### src/rtl/shift_add_multiplier_pkg.sv
// ----------------------------------------------------------------------------
// shift_add_multiplier_pkg
//   Shared constants and types for the sequential shift-and-add multiplier.
//   WIDTH   : operand width (product is 2*WIDTH bits)
//   CNT_W   : width of the iteration counter K
//   K_LAST  : counter value seen during the final (WIDTH-th) shift
//   state_t : control FSM state encoding
// ----------------------------------------------------------------------------
package shift_add_multiplier_pkg;

  localparam int WIDTH = 16;
  localparam int CNT_W = $clog2(WIDTH);
  localparam logic [CNT_W-1:0] K_LAST = CNT_W'(WIDTH - 1);

  typedef enum logic [2:0] {
    IDLE  = 3'd0,
    LOAD  = 3'd1,
    ADD   = 3'd2,
    SHIFT = 3'd3,
    DONE  = 3'd4
  } state_t;

endpackage

### src/rtl/shift_add_multiplier_ctrl.sv
// ----------------------------------------------------------------------------
// shift_add_multiplier_ctrl
//   Control FSM for the shift-and-add multiplier. Sequence:
//   IDLE -(St)-> LOAD -> {ADD -> SHIFT} x WIDTH -> DONE -> IDLE.
//   All outputs are registered and are high exactly while the FSM sits in
//   the matching state.
// Ports:
//   Clk       in   rising-edge clock
//   Reset     in   synchronous active-low reset
//   st_i      in   start request, only looked at in IDLE
//   k_done_i  in   iteration counter holds its last value (final shift)
//   load_o    out  capture operands, clear accumulator and counter
//   add_o     out  conditional add of the multiplicand into the accumulator
//   shift_o   out  shift {A,Q} right, advance counter
//   idle_o    out  FSM in IDLE
//   done_o    out  FSM in DONE (one-cycle pulse)
// ----------------------------------------------------------------------------
module shift_add_multiplier_ctrl
  import shift_add_multiplier_pkg::*;
(
  input  logic Clk,
  input  logic Reset,
  input  logic st_i,
  input  logic k_done_i,
  output logic load_o,
  output logic add_o,
  output logic shift_o,
  output logic idle_o,
  output logic done_o
);

  state_t state_q;
  logic   load_q;
  logic   add_q;
  logic   shift_q;
  logic   idle_q;
  logic   done_q;

  // Each strobe is set together with the transition into its state, so the
  // registered outputs line up with the state register without decode logic.
  always_ff @(posedge Clk) begin
    if (!Reset) begin
      state_q <= IDLE;
      load_q  <= 1'b0;
      add_q   <= 1'b0;
      shift_q <= 1'b0;
      idle_q  <= 1'b1;
      done_q  <= 1'b0;
    end else begin
      load_q  <= 1'b0;
      add_q   <= 1'b0;
      shift_q <= 1'b0;
      idle_q  <= 1'b0;
      done_q  <= 1'b0;
      case (state_q)
        IDLE: begin
          if (st_i) begin
            state_q <= LOAD;
            load_q  <= 1'b1;
          end else begin
            state_q <= IDLE;
            idle_q  <= 1'b1;
          end
        end
        LOAD: begin
          state_q <= ADD;
          add_q   <= 1'b1;
        end
        ADD: begin
          state_q <= SHIFT;
          shift_q <= 1'b1;
        end
        SHIFT: begin
          // k_done_i reflects K before this shift's increment.
          if (k_done_i) begin
            state_q <= DONE;
            done_q  <= 1'b1;
          end else begin
            state_q <= ADD;
            add_q   <= 1'b1;
          end
        end
        DONE: begin
          state_q <= IDLE;
          idle_q  <= 1'b1;
        end
        default: begin
          state_q <= IDLE;
          idle_q  <= 1'b1;
        end
      endcase
    end
  end

  assign load_o  = load_q;
  assign add_o   = add_q;
  assign shift_o = shift_q;
  assign idle_o  = idle_q;
  assign done_o  = done_q;

endmodule

### src/rtl/shift_add_multiplier.sv
// ----------------------------------------------------------------------------
// shift_add_multiplier
//   Sequential WIDTH x WIDTH unsigned shift-and-add multiplier used as the
//   multi-cycle integer multiply unit. One ADD and one SHIFT cycle per
//   multiplier bit; the product forms in {A[WIDTH-1:0], Q}.
// Ports:
//   Clk            in   rising-edge clock
//   Reset          in   synchronous active-low reset
//   St             in   start request, level-sensitive, sampled in IDLE
//   Multiplicando  in   unsigned multiplicand, captured at LOAD
//   Multiplicador  in   unsigned multiplier, captured at LOAD
//   Produto        out  unsigned product, valid from DONE until next LOAD
//   Idle           out  high while idle
//   Done           out  one-cycle completion pulse
// ----------------------------------------------------------------------------
module shift_add_multiplier
  import shift_add_multiplier_pkg::*;
(
  input  logic                 Clk,
  input  logic                 Reset,
  input  logic                 St,
  input  logic [WIDTH-1:0]     Multiplicando,
  input  logic [WIDTH-1:0]     Multiplicador,
  output logic [2*WIDTH-1:0]   Produto,
  output logic                 Idle,
  output logic                 Done
);

  logic load;
  logic add;
  logic shift;
  logic k_done;

  // A carries one extra bit so the add never loses its carry; the carry is
  // moved into A[WIDTH-1] by the following shift.
  logic [WIDTH:0]   a_q, a_d;
  logic [WIDTH-1:0] q_q, q_d;
  logic [WIDTH-1:0] m_q, m_d;
  logic [CNT_W-1:0] k_q, k_d;

  shift_add_multiplier_ctrl u_ctrl (
    .Clk      (Clk),
    .Reset    (Reset),
    .st_i     (St),
    .k_done_i (k_done),
    .load_o   (load),
    .add_o    (add),
    .shift_o  (shift),
    .idle_o   (Idle),
    .done_o   (Done)
  );

  assign k_done = (k_q == K_LAST);

  always_comb begin
    a_d = a_q;
    q_d = q_q;
    m_d = m_q;
    k_d = k_q;
    if (load) begin
      m_d = Multiplicando;
      q_d = Multiplicador;
      a_d = '0;
      k_d = '0;
    end else if (add) begin
      if (q_q[0]) begin
        a_d = {1'b0, a_q[WIDTH-1:0]} + {1'b0, m_q};
      end
    end else if (shift) begin
      // {A,Q} shifted right as one register; A[0] enters the top of Q.
      a_d = {1'b0, a_q[WIDTH:1]};
      q_d = {a_q[0], q_q[WIDTH-1:1]};
      k_d = k_q + CNT_W'(1);
    end
  end

  always_ff @(posedge Clk) begin
    if (!Reset) begin
      a_q <= '0;
      q_q <= '0;
      m_q <= '0;
      k_q <= '0;
    end else begin
      a_q <= a_d;
      q_q <= q_d;
      m_q <= m_d;
      k_q <= k_d;
    end
  end

  assign Produto = {a_q[WIDTH-1:0], q_q};

endmodule

### config.mk
export PLATFORM = sky130hd
export DESIGN_NAME = shift_add_multiplier
export DESIGN_NICKNAME = d
export VERILOG_FILES = /design/src/rtl/shift_add_multiplier_pkg.sv /design/src/rtl/shift_add_multiplier_ctrl.sv /design/src/rtl/shift_add_multiplier.sv
export SDC_FILE = /design/constraint.sdc
export NUM_CORES = 1
export LEC_CHECK = 0
export CAP_MARGIN = 15
export CORE_MARGIN = 2
export CORE_UTILIZATION = 52
export DETAILED_ROUTE_END_ITERATION = 8
export MAX_ROUTING_LAYER = met4
export PLACE_DENSITY_LB_ADDON = 0.25
export SYNTH_ARGS = -nofsm -noshare
export SYNTH_HDL_FRONTEND = slang
export SYNTH_SLANG_ARGS = --single-unit
### constraint.sdc
create_clock -name Clk -period 3 [get_ports Clk]
set_clock_uncertainty 0.15 [all_clocks]
set_input_delay 0.3 -clock Clk [delete_from_list [all_inputs] [get_ports Clk]]
set_output_delay 0.3 -clock Clk [all_outputs]
set_load 0.05 [all_outputs]
==> After elaboration in Yosys (flattened, before gate mapping) <==
Index checks and enable logic that the tools add are counted.
{ "totals": {"regBits": 61, "output_inout_bits": 34, "inputBits": 35, "elab_cells": 46} }
{ "classes": {"bitwise_logic": 2, "n_mux": 16, "reduce_logical": 10, "n_eq_ne": 6, "n_addsub": 2} }
{ "op_table": {"columns": ["operator", "count"], "rows": [
  ["17-bit 2-to-1 mux", 3],
  ["16-bit 2-to-1 mux", 3],
  ["16-bit by 16-bit adder with 17-bit output", 1],
  ["3-bit one-hot mux with 4 select lines", 1],
  ["2-bit AND reduction", 5],
  ["3-bit by 2-bit == test with 1-bit output (second input constant)", 2],
  ["1-bit 2-to-1 mux", 6],
  ["4-bit by 1-bit adder with 4-bit output (second input constant)", 1],
  ["4-bit == test (second input constant)", 1],
  ["1-bit one-hot mux with 2 select lines", 2],
  ["2-bit nonzero test", 2],
  ["3-bit by 1-bit == test with 1-bit output (second input constant)", 1],
  ["3-bit zero test", 1],
  ["3-bit 2-to-1 mux", 1],
  ["3-bit OR reduction", 1],
  ["2-bit by 1-bit != test with 1-bit output (second input constant)", 1],
  ["2-bit != test (second input constant)", 1],
  ["1-bit inverter", 2],
  ["2-bit OR reduction", 1]
]} }

==> Longest topological paths before layout <==
{ "logic_depth": {"ltp_word": 3, "mapped_depth": 8, "mapped_depth_nobuf": 8} }

==> Cells and area by module <==
From an unflattened synthesis, not the netlist that was laid out.
{ "hier_totals": {"hier_cells": 418, "area_unflattened_um2": 3430.8} }
{ "by_module_without_submodules": {"columns": ["module", "seq_area_each_um2", "cells_each", "n_inst", "area_per_inst_um2"], "rows": [
  ["shift_add_multiplier", 1061.0, 394, 1, 3178.0],
  ["shift_add_multiplier_ctrl", 160.2, 24, 1, 252.7]
]} }

==> Worst setup path before layout <==
Ideal clock, no wire load.
{ "synth_path": {"kind": "register -> register", "from": "register a_q[0]", "to": "register a_q[12]", "synth_period_minus_slack_ns": 2.140, "stages_incl_launch_ff": 9, "slack_ns": 0.860, "arrival_time_ns": 1.866, "path_buffers": 0, "setup_ns": 0.123, "required_ns": 2.727, "cell_sequence": "dfxtp_1 ha_1 fa_1 a21oi_2 o211a_4 nor3_1 a211oi_1 xor2_1 o22ai_1"} }
{ "synth_between": {"elab_chain_cells": 3} }
{ "synth_rtl": {"columns": ["element", "line_no", "text"], "rows": [
  ["start: declaration", "shift_add_multiplier.sv:36", "logic [WIDTH:0] a_q, a_d;"],
  ["start signal: assignment", "shift_add_multiplier.sv:79", "a_q <= '0;"],
  ["start signal: assignment", "shift_add_multiplier.sv:84", "a_q <= a_d;"],
  ["16-bit by 16-bit adder with 17-bit output", "shift_add_multiplier.sv:67", "a_d = {1'b0, a_q[WIDTH-1:0]} + {1'b0, m_q};"],
  ["17-bit 2-to-1 mux", "shift_add_multiplier.sv:66", "if (q_q[0]) begin"],
  ["17-bit 2-to-1 mux", "shift_add_multiplier.sv:65", "end else if (add) begin"]
]} }
No other way between the ends. The select of a mux whose other input is x is not followed.
A chain may end at the register's enable or synchronous reset.

==> Final worst setup path <==
{ "layout_path": {"from": "register a_q[3]", "to": "register a_q[15]"} }
Same word-level chain as after synthesis.

==> metrics <==
max-slew violation count=0; vias per std cell=5.61; Synth Cell Area=3350 um^2; synth unique cells=51; CP max stage cell=o41ai_1; FMAX=427 MHz; share of the synthesized area in the top cell type=0.364; CTS buffer count=9; Initial Utilization=0.534; die width=84.3 um; required time of the critical path=3.08 ns; Flop pwr share=0.460; Worst-Skew Late Latency=0.34 ns; area leader, netlist=dfxtp_1; port buffer count=68; CTS H-tree lvls=3; initial antenna violation count=0; CP Max Fanout=4; initial drt markers=153; DP Wirelength=5860 um; CP Launch Type=flop; final wirelength=7980 um; Max-slew headroom=0.539; Leakage=0.00159 uW; Mapped Cells=396; #FFs+latches synth=61; CTS Hold Bufs=0; CTS clk-pin slew, worst paths=0.08 ns; outcome=finished clean; Synth Net Count=449; type of the worst setup path=flop to flop; minimum clock period=2.34 ns; async set or reset register ratio after synthesis=0; clock power share=0.330; GP Congestion=0.827; total power=1980 uW; combinational share of power=0.210; CTS Buffer Depth=2; grt ovf=0; max-cap violation count=0; hold path depth=2; antenna fix cells=0; top cells by area, synth=dfxtp_1, a21oi_1, nor2b_1, ha_1, nand2_1; internal power=1340 uW; die area=7110 um^2; DRT Pass-1 Iters=4; pin count of the biggest net entering global routing=23; Util after Layout=0.661; Clk Tree Root Cell=clkbuf_8; post_cts resized=0; Synthesis Warnings=0; switching portion of total power=0.324; register area share after synthesis=0.364; Hold/Removal Path Class=flop to flop; Worst-Margin Slew=0.683 ns; CTS tree=done; number of synthesized flops with an enable pin=0; Area Overhead vs Synth=23.8%; I/O pin cnt=69; post-route setup TNS=0 ns; Fin. Hold Viols=0; dpl cell area=3980 um^2; Post-synth top cells=dfxtp_1, nand2_1, a21oi_1, nor2b_1; DRC viols=0; share of cells above drive strength 1=0.0820; Net Switching=640 uW; Core ar.=6280 um^2; PD cells=476 nW/um^2; count leader, synth=dfxtp_1; Max IR drop VDD=0.356 mV; global-route wire length before repair=13,300 um; Syn Area/Cell=8.47 um^2; Hold WS=0.331 ns; Crit path arrival time=2.42 ns; critical path's largest stage delay=0.67 ns; period utilization=0.780; Die Height=84.3 um; final setup vio count=0; gr usage total=0.241; vias in the first global route=2,872; Post-synth top flop=dfxtp_1; CTS sink cnt=61; CP endpoint kind=flop; number of setup buffers added after CTS=0; post-route cell area=4150 um^2; # nets final=499; RSZ-0062 raised after global routing=no; CP cell instances=ha_1 -> nand2_1 -> nor2_1 -> a21oi_2 -> o41ai_1 -> mux2i_1 -> nor3_1; via count=2,961; row count=29; Reg2Reg Depth=7; Routed Antenna Nets=0; Wirelength per Cell=15.1 um
==> flip-flops by register name (all words and copies together), names as in the netlist <==
| signal | count |
|---|---|
| u_ctrl.idle_o | 1 |
| u_ctrl.add_o | 1 |
| u_ctrl.done_o | 1 |
| q_q | 16 |
| m_q | 16 |
| u_ctrl.state_q | 3 |
| u_ctrl.load_o | 1 |
| a_q | 17 |
| u_ctrl.shift_o | 1 |
| k_q | 4 |
==> worst paths after layout <==
| path | from | to | slack (ns) |
|---|---|---|---|
| worst max-delay path | a_q[3] | a_q[15] | 0.66 |
| worst min-delay path | u_ctrl.state_q[2] | u_ctrl.idle_o | 0.33 |
| worst max register to register | a_q[3] | a_q[15] | 0.66 |
| worst min register to register | u_ctrl.state_q[2] | u_ctrl.idle_o | 0.33 |
==> critical path, delay by kind of cell (launching register included) <==
kind                       cells  cell delay (ns)
adders and majority gates      1             0.34
AOI/OAI and AO/OA              2             0.78
muxes                          1             0.27
DFF                            1             0.35
and+or+nand+nor                3             0.34
==> through the flow <==
step	cells	worst slack, ns
3_3_place_gp	512	0.777
6_report	528	0.661
2_1_floorplan	396	0.860
4_1_cts	528	0.693
3_5_place_dp	512	0.727
5_1_grt	528	0.551
==> final cells by class <==
cell class,instances,area (um^2)
Fill cell,521,2130
Multi-Input combinational cell,292,1900
Sequential cell,61,1220
Timing Repair Buffer,75,733
Clock buffer,9,124
Tap cell,77,96.3
Clock inverter,7,50.0
Inverter,7,26.3
==> layout by cell type (no fill, tap or decap), types with 3 or more instances in the layout <==
cell / n
clkinv_2: 3
a31oi_1: 3
nand3_1: 4
mux2i_1: 19
a22oi_1: 3
a211oi_1: 7
nand2_1: 55
nor3_1: 7
and3_1: 3
o22ai_1: 4
nand2b_1: 5
xor2_1: 9
clkinv_4: 3
o21a_1: 3
buf_4: 7
a21oi_1: 46
nor2_1: 19
nor2b_1: 34
clkbuf_8: 9
ha_1: 17
o21ai_0: 8
clkdlybuf4s50_1: 68
inv_1: 7
o221ai_1: 7
xnor2_1: 4
dfxtp_1: 60
a21o_1: 4
==> per-layer routing <==
metal  track usage  wire length (um)  vias to the layer above
li1              -                 -                     1478
met1         0.302              3690                     1379
met2         0.374              3690                       87
met3        0.0433               391                       17
met4         0.122               204                        0
met5             -                 0                        -
==> power by group through the flow <==
stage	registers (uW)	logic, uW	clock network (uW)
final	910	416	652
after global routing	919	451	701
after CTS	910	416	668
after detailed placement	930	414	0
after global placement	928	407	0
after floorplan	960	250	0
==> cell families (layout without fill, tap and decap cells) <==
| logic type | after synthesis | after routing | synth area share |
|---|---|---|---|
| flip-flops | 61 | 61 | 0.364 |
| adder cells (fa/ha/maj) | 18 | 18 | 0.0694 |
| AO/OA/AOI/OAI | 105 | 105 | 0.203 |
| XOR/XNOR | 13 | 13 | 0.0339 |
| AND/OR/NAND/NOR | 137 | 137 | 0.202 |
| multiplexers | 19 | 19 | 0.0567 |
| buffers and inverters | 43 | 98 | 0.0705 |
No activity file was read; power rests on OpenSTA's default activity.
